--- src/rtl/mem_port_arbiter.sv ---
// Single-ported unified memory shared between instruction fetch and data access.
// One transaction in flight; data has priority, bounded by a starvation counter.
module mem_port_arbiter #(
  parameter int unsigned MEM_LAT    = 2,
  parameter int unsigned STARVE_MAX = 4
) (
  input  logic        Clk,
  input  logic        Rst,
  input  logic        if_req,
  input  logic [31:0] if_addr,
  output logic        if_done,
  output logic [31:0] if_rdata,
  input  logic        dm_req,
  input  logic        dm_we,
  input  logic [31:0] dm_addr,
  input  logic [31:0] dm_wdata,
  output logic        dm_done,
  output logic [31:0] dm_rdata,
  output logic        mem_en,
  output logic        mem_we,
  output logic [31:0] mem_addr,
  output logic [31:0] mem_wdata,
  input  logic [31:0] mem_rdata,
  output logic        stall_if,
  output logic        stall_dm
);

  localparam logic [2:0] LAT  = 3'(MEM_LAT);
  localparam logic [3:0] SMAX = 4'(STARVE_MAX);

  typedef enum logic [1:0] {IDLE, WAIT_IF, WAIT_DM} state_e;

  state_e      state_q, state_d;
  logic [2:0]  cnt_q, cnt_d;
  logic [3:0]  streak_q, streak_d;
  logic [31:0] addr_q, wdata_q, if_rdata_q, dm_rdata_q;
  logic        we_q;

  logic        starve, arb_dm, arb_if;
  logic        grant_dm, grant_if, issue;
  logic        if_done_w, dm_done_w;

  assign if_done_w = (state_q == WAIT_IF) && (cnt_q == 3'd0);
  assign dm_done_w = (state_q == WAIT_DM) && (cnt_q == 3'd0);

  // Priority is evaluated normally; the requester that just completed is then
  // barred from issuing in its own done cycle, so it re-issues from IDLE.
  assign starve   = (streak_q == SMAX) && if_req;
  assign arb_dm   = dm_req && !starve;
  assign arb_if   = if_req && !arb_dm;
  assign grant_dm = arb_dm && ((state_q == IDLE) || if_done_w);
  assign grant_if = arb_if && ((state_q == IDLE) || dm_done_w);
  assign issue    = grant_dm || grant_if;

  always_comb begin
    state_d  = state_q;
    cnt_d    = cnt_q;
    streak_d = streak_q;
    case (state_q)
      WAIT_IF, WAIT_DM: begin
        if (cnt_q != 3'd0) cnt_d = cnt_q - 3'd1;
        else               state_d = IDLE;
      end
      default: ;
    endcase
    if (grant_dm) begin
      state_d = WAIT_DM;
      cnt_d   = LAT;
      if (!if_req)               streak_d = 4'd0;
      else if (streak_q != SMAX) streak_d = streak_q + 4'd1;
    end else if (grant_if) begin
      state_d  = WAIT_IF;
      cnt_d    = LAT;
      streak_d = 4'd0;
    end
  end

  // Command outputs are live in the issue cycle and replay the held copy otherwise.
  assign mem_en    = Rst && issue;
  assign mem_we    = mem_en ? (grant_dm && dm_we) : we_q;
  assign mem_addr  = mem_en ? (grant_dm ? dm_addr : if_addr) : addr_q;
  assign mem_wdata = mem_en ? (grant_dm ? dm_wdata : 32'd0) : wdata_q;

  always_ff @(posedge Clk or negedge Rst) begin
    if (!Rst) begin
      state_q    <= IDLE;
      cnt_q      <= 3'd0;
      streak_q   <= 4'd0;
      addr_q     <= 32'd0;
      wdata_q    <= 32'd0;
      we_q       <= 1'b0;
      if_rdata_q <= 32'd0;
      dm_rdata_q <= 32'd0;
    end else begin
      state_q  <= state_d;
      cnt_q    <= cnt_d;
      streak_q <= streak_d;
      if (issue) begin
        addr_q  <= mem_addr;
        wdata_q <= mem_wdata;
        we_q    <= mem_we;
      end
      // Read data is valid on the last counted cycle, one before done.
      if (state_q == WAIT_IF && cnt_q == 3'd1)
        if_rdata_q <= mem_rdata;
      if (state_q == WAIT_DM && cnt_q == 3'd1 && !we_q)
        dm_rdata_q <= mem_rdata;
    end
  end

  assign if_done  = if_done_w;
  assign dm_done  = dm_done_w;
  assign if_rdata = if_rdata_q;
  assign dm_rdata = dm_rdata_q;
  assign stall_if = if_req & ~if_done_w;
  assign stall_dm = dm_req & ~dm_done_w;

endmodule

--- config.mk ---
export PLATFORM = sky130hd
export DESIGN_NAME = mem_port_arbiter
export DESIGN_NICKNAME = d
export VERILOG_FILES = /design/src/rtl/mem_port_arbiter.sv
export SDC_FILE = /design/constraint.sdc
export NUM_CORES = 1
export LEC_CHECK = 0
export CELL_PAD_IN_SITES_DETAIL_PLACEMENT = 0
export CELL_PAD_IN_SITES_GLOBAL_PLACEMENT = 2
export CORE_ASPECT_RATIO = 0.8
export CORE_MARGIN = 2
export CORE_UTILIZATION = 25
export CTS_CLUSTER_DIAMETER = 30
export DETAILED_ROUTE_END_ITERATION = 6
export HOLD_SLACK_MARGIN = 0.03
export PLACE_DENSITY_LB_ADDON = 0.2
export SYNTH_ARGS = -nofsm -noshare
export SYNTH_HDL_FRONTEND = slang
export SYNTH_SLANG_ARGS = --single-unit
--- constraint.sdc ---
create_clock -name Clk -period 2.3 [get_ports Clk]
set_input_delay 0.345 -clock Clk [delete_from_list [all_inputs] [get_ports Clk]]
set_output_delay 0.345 -clock Clk [all_outputs]
set_load 0.02 [all_outputs]
Word-level counts from Yosys, hierarchy flattened
Cells that the tools add are included.

Register bits after elaboration: 138. Bits of input ports: 133. Output and inout bits: 134. Logic and storage cells: 66.

$add $sub $neg: 2. Equality and inequality tests: 7. Mux-type cells: 17. Bitwise gates (word level): 4. Reductions and logical operators: 28.

Operators with widths (count): 2-to-1 mux 32 bit (4); 2-to-1 mux 4 bit (4); logical AND 1 bit (12); 2-to-1 mux 3 bit (4); nonzero test 3 bit (3); 2-to-1 mux 2 bit (4); AND reduction 2 bit (3); adder 4 x 1 -> 4 bit (second input constant) (1); equality test 4 x 3 -> 1 bit (second input constant) (1); != test 4 x 3 -> 1 bit (second input constant) (1); equality test 3 x 1 -> 1 bit (second input constant) (1); logical NOT 1 bit (3); logical NOT 3 bit (1); logical OR 1 bit (3); != test 3 x 2 -> 1 bit (second input constant) (1); != test 3 bit (second input constant) (1); subtractor 3 x 1 -> 3 bit (second input constant) (1); bitwise AND 1 bit (2); equality test 2 x 1 -> 1 bit (second input constant) (1); equality test 2 bit (second input constant) (1); logical NOT 2 bit (1); NOT 1 bit (2); nonzero test 2 bit (1); OR reduction 2 bit (1); 2-to-1 mux 1 bit (1).

Depth between registers and ports, before layout
Gate-level depths: netlist of the first run.

Depth after elaboration: 10. Gate-level depth with buffers: 9. Mapped depth without buffers: 6.

Least setup slack after synthesis of the first run
No wires, ideal clock.

Path kind: flip-flop to output port. Start point: register cnt_q[0]. End point: output mem_addr[0]. Arrival time: 2034 ps. Setup slack: -79 ps. Stages on the path, launching flop included: 9. Buffers on the path: 2. Cells stage by stage: dfrtp_1 -> inv_1 -> ha_1 -> nor2b_1 -> and2_0 -> clkbuf_1 -> o2111ai_2 -> buf_2 -> o221a_2.

Longest elaborated chain between the ends: 7. Elaborated cells on any way between the ends: 11. Those cells by class: mux (2); reduce/logical (9).

Ends and longest elaborated chain: start: declaration (RTL line 34) `logic [2:0] cnt_q, cnt_d;`; start signal: assignment (RTL line 96) `cnt_q <= cnt_d;`; logical NOT 3 bit (RTL line 44) `assign dm_done_w = (state_q == WAIT_DM) && (cnt_q == 3'd0);`; logical AND 1 bit (RTL line 44); net dm_done (RTL line 17) `output logic dm_done,`; logical OR 1 bit (RTL line 52) `assign grant_if = arb_if && ((state_q == IDLE) || dm_done_w);`; logical AND 1 bit (RTL line 52); logical OR 1 bit (RTL line 53) `assign issue = grant_dm || grant_if;`; logical AND 1 bit (RTL line 79) `assign mem_en = Rst && issue;`; 2-to-1 mux 32 bit (RTL line 81) `assign mem_addr = mem_en ? (grant_dm ? dm_addr : if_addr) : addr_q;`; end: declaration (RTL line 21) `output logic [31:0] mem_addr,`.

The timed path passes the listed nets, and every way through them passes these cells.

Worst setup path in the final report of the first run
Start point: register state_q[0]. End point: output mem_addr[29].

Longest elaborated chain between the ends: 7. Elaborated cells on any way between the ends: 13. Those cells by class: eq/ne (2); mux (2); reduce/logical (9).

Ends and longest elaborated chain: start: declaration (RTL line 33) `state_e state_q, state_d;`; start signal: assignment (RTL line 95) `state_q <= state_d;`; equality test 2 x 1 -> 1 bit / equality test 2 bit (equally long branches) (RTL line 43, 44); logical AND 1 bit, on equally long branches (RTL line 43, 44); logical OR 1 bit, on equally long branches (RTL line 51, 52); logical AND 1 bit, on equally long branches (RTL line 51, 52); logical OR 1 bit (RTL line 53); logical AND 1 bit (RTL line 79); 2-to-1 mux 32 bit * (RTL line 81).

Mark *: on every way between the ends. The rest lies on a longest branch, timed or not.

==> results of run 1 <==
## stage by stage
step                hold WS [ns]   util  total power, mW  setup WS (ns)
finish                    0.0890  0.472             16.9         -0.512
global route               0.124  0.472             17.7         -0.621
CTS                        0.101  0.466             16.8         -0.515
detailed placement         0.480  0.393             12.1         -0.642
global placement           0.471  0.393             12.0         -0.601
floorplan                 0.0494      -             8.33         0.0189
## power groups by stage
stage | Sequential, mW | Combinational (mW) | Clock [mW]
floorplan | 4.73 | 3.60 | 0
global placement | 4.11 | 7.85 | 0
detailed placement | 4.14 | 7.94 | 0
CTS | 4.14 | 9.70 | 2.93
global route | 4.27 | 10.4 | 3.05
finish | 4.14 | 9.88 | 2.84
## timing repair
action / 4_1_cts / 5_1_grt
gates cloned: 9 / 2
setup buffers: 22 / 15
hold buffers: 0 / 0
gates resized for setup: 511 / 16
setup endpoints to repair: 70 / 76
pin swaps: 66 / 22
## cell usage after synthesis, drive strengths merged, types with 2 or more instances
library cell	number	area (um^2)
inv	8	30.0
o21bai	32	240
ha	8	100
and2	3	18.8
nor2b	2	12.5
dfrtp	138	3450
nand2	6	22.5
nor2	4	15.0
a22o	68	596
mux2	64	721
buf	35	203
xnor2	2	17.5
o21ai	3	15.0
clkbuf	8	30.0
nor3b	3	22.5
o2111ai	2	23.8
o221a	64	721
nand3	4	25.0
o211ai	2	15.0
and3	2	12.5
## final cells by class
type / instances / area [um^2]
Clock buffer: 17 / 425
Clock inverter: 14 / 173
Fill cell: 2249 / 13300
Inverter: 8 / 30.0
Multi-Input combinational cell: 283 / 3490
Sequential cell: 138 / 3450
Tap cell: 324 / 405
Timing Repair Buffer: 380 / 3950
## layer usage
layer / routed length (um) / up-vias / part of all wire
li1: - / 2620 / -
met1: 10100 / 2800 / 0.45
met2: 10700 / 179 / 0.48
met3: 1380 / 16 / 0.062
met4: 222 / 0 / 0.0099
met5: 0 / - / 0
## path summary, 6_finish.rpt
kind | endpoint | slack (ns) | cells past startpoint
worst max-delay path | mem_addr[29] | -0.51 | 10
worst min-delay path | state_q[1] | 0.09 | 2
worst max register to register | wdata_q[8] | -0.03 | 12
worst min register to register | dm_rdata[8] | 0.49 | 1
max in group asynchronous | addr_q[17] | 1.10 | 3
min in group Clk | dm_rdata[8] | 0.49 | 1
## sequential cells by signal (all words and copies together) (netlist names)
register  flops
streak_q      4
state_q       2
we_q          1
addr_q       32
cnt_q         3
wdata_q      32
dm_rdata     32
if_rdata     32
## placed cells by master, fill, tap and decap left out, types with 2 or more instances in the layout
cell type,n
clkdlybuf4s50_1,195
dfrtp_1,138
buf_4,87
buf_6,73
a22o_1,68
mux2_2,55
o21bai_4,32
o221a_4,32
o221a_2,31
clkbuf_16,19
buf_12,11
mux2_1,9
nand2_1,6
inv_2,5
buf_16,5
clkinv_4,4
inv_1,3
nor2_1,3
ha_4,3
ha_1,3
bufinv_16,3
clkinv_2,3
o211ai_1,2
xnor2_1,2
nor3b_1,2
nand3_1,2
ha_2,2
inv_6,2
clkinvlp_4,2
bufbuf_16,2
## worst register-to-register path: cells and delay by family (launching register included)
family / cells / cell delay, ns
buf+inv: 7 / 1.04
compound gates: 2 / 0.41
flops: 1 / 0.40
simple gates: 2 / 0.22
fa+ha+maj: 1 / 0.15
## kinds of logic (layout without fill, tap and decap cells)
group,after synthesis,in the layout,synth area share
AOI/OAI and AO/OA,176,176,0.259
xor gates and xnor gates,3,3,0.00409
adders and majority gates,8,8,0.0156
buffers and inverters,51,419,0.0409
DFF,138,138,0.538
muxes,65,65,0.114
and+or+nand+nor,31,31,0.0290
==> results_dict.tcl, run 1 <==
set metrics [dict create \
    status "finished, violations left" \
    violations "setup timing" \
    postSynthCellCount 472 \
    root_buffer "clkbuf_16" \
    cp_max_fo 8 \
    crit_top_cell "buf_6" \
    die_x_um 183 \
    power_frac_comb 0.586 \
    ys_warn_count 0 \
    fmax_mhz 356 \
    use_met2 0.267 \
    antenna_found_initial 0 \
    switching_share 0.352 \
    final_cell_area_mm2 0.0119 \
    required_ns 1.96 \
    start_kind "flip-flop" \
    timing.rr.start "state_q[1]" \
    max_slew.worst_pin.slew_ns 0.652 \
    h-tree-depth 4 \
    cts_tree "built" \
    path_cells "ha_4, and3b_2, buf_6, o41ai_4, buf_4, buf_6, buf_12, o21bai_4, o221a_4, buf_6" \
    finalSetupViolCount 73 \
    power_density_mw_per_mm2 1410 \
    synthFlopType "dfrtp_1" \
    cts.path.max_buffers 2 \
    gp_congestion 0.771 \
    wirelength_um 22400 \
    hold_violations 0 \
    initialDrtViolationCount 183 \
    clkPwrFrac 0.168 \
    leakage_nw 4.95 \
    power.internal_mw 10.9 \
    crit_family "buffers and inverters" \
    drive_gt1_frac 0.464 \
    dpl.hpwl_um 14000 \
    layout.cells.non_filler 1164 \
    synth_area_mm2 0.00642 \
    core_mm2 0.0252 \
    cp-end-kind "output pin" \
    finalCriticalPeriod_ns 2.81 \
    drc 0 \
    cp_slowest_cell "dfrtp_1" \
    synth.distinct_cells 42 \
    switchingPower_mw 5.93 \
    fp-row-count 52 \
    slew_violations 0 \
    insertedDiodeCount 0 \
    path_buf_inv 5 \
    drv_cap 0 \
    worst_slew_margin_rel 0.565 \
    async_reset_ff_frac 1.00 \
    die_area_mm2 0.0270 \
    dr.pass1.iters 4 \
    ios 267 \
    vias 5615 \
    timing.hold.worst.class "in2async" \
    path_clk_slew_ns 0.06 \
    met1_usage 0.217 \
    area_growth_pct 85.6 \
    startpoint "state_q[0]" \
    viasPerCell 4.82 \
    max_stage_delay_ns 0.43 \
    min_period_over_period 1.22 \
    top_usage_layer "met2" \
    skew_ns 0.00791 \
    fp.dieH_um 147 \
    nets 969 \
    criticalPathCategory "reg2out" \
    cts_sinks 138 \
    wl_per_cell_um 19.2 \
    grtUsageTotal 0.164 \
    grt_pass1_vias 6044 \
    place_area_mm2 0.00991 \
    grt_pass1_wl_um 34700 \
    clk_latency_ns 0.41 \
    pwr-share-seq 0.246 \
    numCtsBuffers 17 \
    final.setup.worst_slack_ns -0.512 \
    syn_nets 613 \
    ys_seq_area_frac 0.538 \
    ant_nets 0 \
    crit_arrival_ns 2.47 \
    rsz0062_at_grt "true" \
    port_buffers 266 \
    tns_ns -29.43 \
    ir_worst_vdd_mv 0.551 \
    grt_use_met3 0.0468 \
    syn_avg_cell_area_um2 13.6 \
    ys_ff_latch 138 \
    dp.cells 1088 \
    synth_edf_count 0 \
    gr-total-overflow 0 \
    initial_utilization 0.254 \
    grt_max_degree 57 \
]
Note: power is estimated with default switching activity, not from simulation.
==> run 2: changes to the inputs <==
--- a/config.mk
+++ b/config.mk
@@ -5,11 +5,12 @@
 export SDC_FILE = /design/constraint.sdc
 export NUM_CORES = 1
 export LEC_CHECK = 0
+export ABC_CLOCK_PERIOD_IN_PS = 2800
 export CELL_PAD_IN_SITES_DETAIL_PLACEMENT = 0
 export CELL_PAD_IN_SITES_GLOBAL_PLACEMENT = 2
 export CORE_ASPECT_RATIO = 0.8
 export CORE_MARGIN = 2
-export CORE_UTILIZATION = 25
+export CORE_UTILIZATION = 27
 export CTS_CLUSTER_DIAMETER = 30
 export DETAILED_ROUTE_END_ITERATION = 6
 export HOLD_SLACK_MARGIN = 0.03
==> constraint.sdc (replaced) <==
create_clock -name Clk -period 2.8 [get_ports Clk]
set_input_delay 0.42 -clock Clk [delete_from_list [all_inputs] [get_ports Clk]]
set_output_delay 0.42 -clock Clk [all_outputs]
set_load 0.02 [all_outputs]
==> run 2 against run 1 <==
Compared with the run above: the flow still finishes with violations (setup timing); flip-flop and latch count unchanged; sequential power decreased by 18%; clock skew increased by 0.0095 ns; largest power group unchanged; highest routed layer unchanged.
==> results_dict.tcl, run 2 (synthesized netlist as in run 1, its figures left out) <==
set metrics [dict create \
    met1_usage 0.219 \
    power_density_mw_per_mm2 1150 \
    path_clk_slew_ns 0.07 \
    worst_slew_margin_rel 0.392 \
    final_common_cell "clkdlybuf4s50_1" \
    final_core_util 0.507 \
    grt_pass1_wl_um 33100 \
    grt_max_degree 72 \
    cp-end-kind "output pin" \
    start_kind "flip-flop" \
    ios 267 \
    cts_sinks 138 \
    r2r_slack_ns 0.45 \
    port_buffers 266 \
    status "finished, violations left" \
    fill_cells 2040 \
    finalCriticalPeriod_ns 2.87 \
    layout.cells.non_filler 1143 \
    cts.path.max_buffers 2 \
    clk_latency_ns 0.43 \
    cp_max_fo 7 \
    antenna_found_initial 0 \
    ir_worst_vdd_mv 0.529 \
    wirelength_um 21500 \
    fp-row-count 50 \
    dp.cells 1057 \
    ff2ff_path_depth 11 \
    timing.rr.start "streak_q[0]" \
    h-tree-depth 4 \
    violations "setup timing" \
    required_ns 2.38 \
    dr.pass1.iters 5 \
    rsz0062_at_grt "true" \
    nets 959 \
    die_area_mm2 0.0250 \
    seqCellArea_mm2 0.00345 \
    grt_use_met3 0.0606 \
    max_slew.worst_pin.slew_ns 0.912 \
    multiInputGateArea_mm2 0.00353 \
    area_growth_pct 84.6 \
    gp_congestion 0.811 \
    insertedDiodeCount 0 \
    fmax_mhz 349 \
    die_x_um 176 \
    core_mm2 0.0234 \
    grtUsageTotal 0.168 \
    drive_gt1_frac 0.454 \
    final_cell_area_mm2 0.0119 \
    initialDrtViolationCount 257 \
    cp_slowest_cell "dfrtp_1" \
    use_met2 0.265 \
    min_period_over_period 1.02 \
    fp.dieH_um 142 \
    criticalPathCategory "reg2out" \
    numCtsBuffers 17 \
    ant_nets 0 \
    vias 5647 \
    drv_cap 0 \
    skew_ns 0.0174 \
    final.setup.worst_slack_ns -0.0669 \
    holdWs_ns 0.248 \
    top_usage_layer "met2" \
    gr-total-overflow 0 \
    initial_utilization 0.275 \
    wl_per_cell_um 18.8 \
    leakage_nw 4.90 \
    cts_tree "built" \
    hold_violations 0 \
    drc 0 \
    crit_arrival_ns 2.45 \
    place_area_mm2 0.00974 \
    dpl.hpwl_um 13400 \
    path_cells "inv_2, ha_4, and4b_2, buf_6, o41ai_4, buf_4, buf_12, buf_12, o21bai_4, o221a_4, buf_6" \
    slew_violations 0 \
    timing.hold.worst.class "in2async" \
    finalSetupViolCount 20 \
    root_buffer "clkbuf_16" \
    grt_pass1_vias 6078 \
    layout_common_cells "clkdlybuf4s50_1, dfrtp_1, a22o_1, buf_4, buf_6" \
    reg2reg_to "wdata_q[3]" \
    max_stage_delay_ns 0.38 \
    viasPerCell 4.94 \
]
run 2: how the worst max path moves through the flow:
stage / start / endpoint / depth (start not counted)
floorplan: cnt_q[0] / mem_addr[0] / 8
global placement: if_req / mem_addr[16] / 8
detailed placement: if_req / mem_addr[21] / 8
CTS: streak_q[0] / mem_wdata[8] / 11
global route: streak_q[0] / mem_addr[28] / 11
finish: streak_q[0] / mem_addr[28] / 11
run 2: area by class of cell:
class                      count  share of cell area
timing repair buffer         370               0.323
inverter                       8             0.00253
sequential                   138               0.291
clock inverter                15              0.0172
tap                          312              0.0329
multi-input combinational    283               0.298
clock buffer                  17              0.0359
run 2: worst max-delay path, delay by kind of cell, from the launching register on:
family                   cells  cell delay, ns
buffers and inverters        6            0.79
AO/OA/AOI/OAI                3            0.41
flip-flops                   1            0.38
AND/OR/NAND/NOR              1            0.28
adder cells (fa/ha/maj)      1            0.15
run 2: metrics by stage:
stage	TNS [ns]	total power, mW	setup slack, ns
after CTS	-3.13	13.1	-0.159
after global placement	-24.55	9.72	-0.447
final	-0.710	13.7	-0.0669
after floorplan	0	6.84	0.346
after detailed placement	-24.48	9.77	-0.425
after global routing	-5.13	14.4	-0.155
run 2: timing repair:
| item | in CTS | in global routing |
|---|---|---|
| endpoints found under the hold margin | 9 | 0 |
| buffers inserted | 25 | 22 |
| cloned | 7 | 3 |
| setup endpoints to repair | 68 | 68 |
| pin swaps | 26 | 30 |
| resized for setup | 416 | 89 |
| hold buffers | 1 | 0 |
run 2: metal layers:
metal,vias to the layer above,part of all wire
li1,2577,-
met1,2865,0.45
met2,189,0.46
met3,16,0.078
met4,0,0.012
met5,-,0
run 2: power breakdown:
part	switching [mW]	total (mW)	internal, mW
Clock	1.00	2.37	1.37
Combinational	3.43	7.90	4.47
Sequential	0.461	3.39	2.93
Total	4.89	13.7	8.77
==> run 3: changes to the inputs <==
--- a/config.mk
+++ b/config.mk
@@ -5,7 +5,7 @@
 export SDC_FILE = /design/constraint.sdc
 export NUM_CORES = 1
 export LEC_CHECK = 0
-export ABC_CLOCK_PERIOD_IN_PS = 2800
+export ABC_CLOCK_PERIOD_IN_PS = 2780
 export CELL_PAD_IN_SITES_DETAIL_PLACEMENT = 0
 export CELL_PAD_IN_SITES_GLOBAL_PLACEMENT = 2
 export CORE_ASPECT_RATIO = 0.8
@@ -15,6 +15,7 @@
 export DETAILED_ROUTE_END_ITERATION = 6
 export HOLD_SLACK_MARGIN = 0.03
 export PLACE_DENSITY_LB_ADDON = 0.2
+export REMOVE_ABC_BUFFERS = 1
 export SYNTH_ARGS = -nofsm -noshare
 export SYNTH_HDL_FRONTEND = slang
 export SYNTH_SLANG_ARGS = --single-unit
==> constraint.sdc (replaced) <==
create_clock -name Clk -period 2.78 [get_ports Clk]
set_input_delay 0.417 -clock Clk [delete_from_list [all_inputs] [get_ports Clk]]
set_output_delay 0.417 -clock Clk [all_outputs]
set_load 0.02 [all_outputs]
==> run 3 against run 2 <==
Compared with the run above: the flow still finishes with violations (setup timing); critical path depth is the same; global-route usage grew 0.76 points; die area is the same; via count shrank 0.73%; register-to-register slack lost 0.07 ns; count of clock-buffer cells in the layout grew 1; power shrank 3.4%; utilization shrank 2.2 points; sequential share of layout area grew 1.3 points; sequential power is essentially flat; worst hold slack gained 0.014 ns; highest routed layer unchanged.
==> results_dict.tcl, run 3 (synthesized netlist as in run 1, its figures left out) <==
set metrics [dict create \
    wl_per_cell_um 19.6 \
    slew_violations 0 \
    start_kind "flip-flop" \
    max_slew.worst_pin.slew_ns 0.952 \
    startpoint "streak_q[0]" \
    nets 957 \
    dr.pass1.iters 5 \
    status "finished, violations left" \
    numCtsBuffers 17 \
    reg2reg_to "wdata_q[0]" \
    drc 0 \
    ant_nets 0 \
    cp_max_fo 6 \
    tns_ns -1.21 \
    insertedDiodeCount 0 \
    area_growth_pct 76.5 \
    highest_layer "met4" \
    drive_gt1_frac 0.427 \
    dpl.hpwl_um 13900 \
    max_stage_delay_ns 0.36 \
    crit_top_cell "buf_6" \
    viasPerCell 4.91 \
    h-tree-depth 4 \
    final.setup.worst_slack_ns -0.0670 \
    worstSetupPathDepth 11 \
    rsz0062_at_grt "true" \
    finalCriticalPeriod_ns 2.85 \
    grt_pass1_wl_um 34000 \
    antenna_found_initial 0 \
    dp.cells 1058 \
    worst_slew_margin_rel 0.365 \
    grtUsageTotal 0.176 \
    path_cells "inv_2, ha_4, and4b_2, buf_6, o21ai_4, nand3_4, buf_12, buf_8, buf_16, a22o_1, buf_6" \
    cp_slowest_cell "dfrtp_1" \
    wl_met1_um 10200 \
    fp-row-count 50 \
    port_buffers 266 \
    die_area_mm2 0.0250 \
    timing.hold.worst.class "in2async" \
    cts.path.max_buffers 2 \
    final_common_cell "clkdlybuf4s50_1" \
    place_area_mm2 0.00974 \
    drv_cap 0 \
    crit_arrival_ns 2.43 \
    violations "setup timing" \
    crit_family "buffers and inverters" \
    final_cell_area_mm2 0.0113 \
    cp-end-kind "output pin" \
    gr-total-overflow 0 \
    vias 5606 \
    core_mm2 0.0234 \
    gp_congestion 0.778 \
    criticalPathCategory "reg2out" \
    required_ns 2.36 \
    grt_pass1_vias 6143 \
    initial_utilization 0.275 \
    cts_tree "built" \
    die_x_um 176 \
    timing.rr.start "streak_q[0]" \
    cts_sinks 138 \
    fmax_mhz 351 \
    min_period_over_period 1.02 \
    finalSetupViolCount 29 \
    ff2ff_path_depth 12 \
    root_buffer "clkbuf_16" \
    layout_common_cells "clkdlybuf4s50_1, dfrtp_1, buf_4, a22o_1, buf_6" \
    hold_violations 0 \
    path_clk_slew_ns 0.06 \
    initialDrtViolationCount 239 \
    fp.dieH_um 142 \
    clk_latency_ns 0.42 \
    ios 267 \
    path_buf_inv 6 \
    r2r_slack_ns 0.38 \
    skew_ns 0.00973 \
    leakage_nw 4.83 \
    power_density_mw_per_mm2 1160 \
    layout.cells.non_filler 1141 \
    power_mw 13.2 \
    dr_wl_met3_um 1810 \
    wirelength_um 22400 \
    crit_end "mem_wdata[30]" \
    grt_max_degree 75 \
    wl_met2_um 10100 \
    ir_worst_vdd_mv 0.492 \
]
-- run 3: changes by cell type in the layout (fill, tap and decap cells not counted), moves of 3 or more --
cell      change
ha_2          +3
o21bai_2      +5
o221a_4      -17
clkinv_8      -3
o21bai_1     +23
buf_4         +5
o21bai_4     -28
buf_6         -6
ha_4          -3
o221a_2      +17
buf_12       -10
buf_8         +4
-- run 3: worst min-delay path by stage --
stage               start          end
floorplan             Rst    addr_q[0]
global placement      Rst  streak_q[3]
detailed placement    Rst  streak_q[3]
CTS                   Rst   addr_q[22]
global route          Rst   addr_q[22]
finish                Rst   addr_q[22]
-- run 3: power by group --
group          internal [mW]  switching [mW]  leakage, nW
clock network           1.44           0.940        0.296
logic                   4.09            3.32         2.90
registers               2.95           0.461         1.63
total                   8.48            4.72         4.83
-- run 3: stage by stage --
step	worst slack [ns]	hold WS (ns)	util
detailed placement	-0.390	0.239	0.416
global placement	-0.437	0.240	0.416
floorplan	-1.63	0.121	-
finish	-0.0670	0.261	0.485
CTS	-0.158	0.289	0.471
global route	-0.167	0.326	0.485
-- run 3: layout make-up --
type                       count  area [um^2]
clock buffer                  18          429
multi-input combinational    283         3050
clock inverter                14          185
sequential                   138         3450
inverter                       8         30.0
fill                        2086        12100
timing repair buffer         368         3800
tap                          312          390
-- run 3: timing repair --
action,4_1_cts,5_1_grt
gates cloned,9,4
gates resized for setup,345,102
buffers inserted,30,10
endpoints found under the setup margin,68,69
endpoints found under the hold margin,4,0
hold buffers,1,0
pin swaps,18,33
-- run 3: per-layer routing --
layer	vias to the layer above	GRT usage
met1	2809	0.230
met3	17	0.0668
met4	0	0.0522
li1	2575	-
met5	-	0
met2	205	0.272
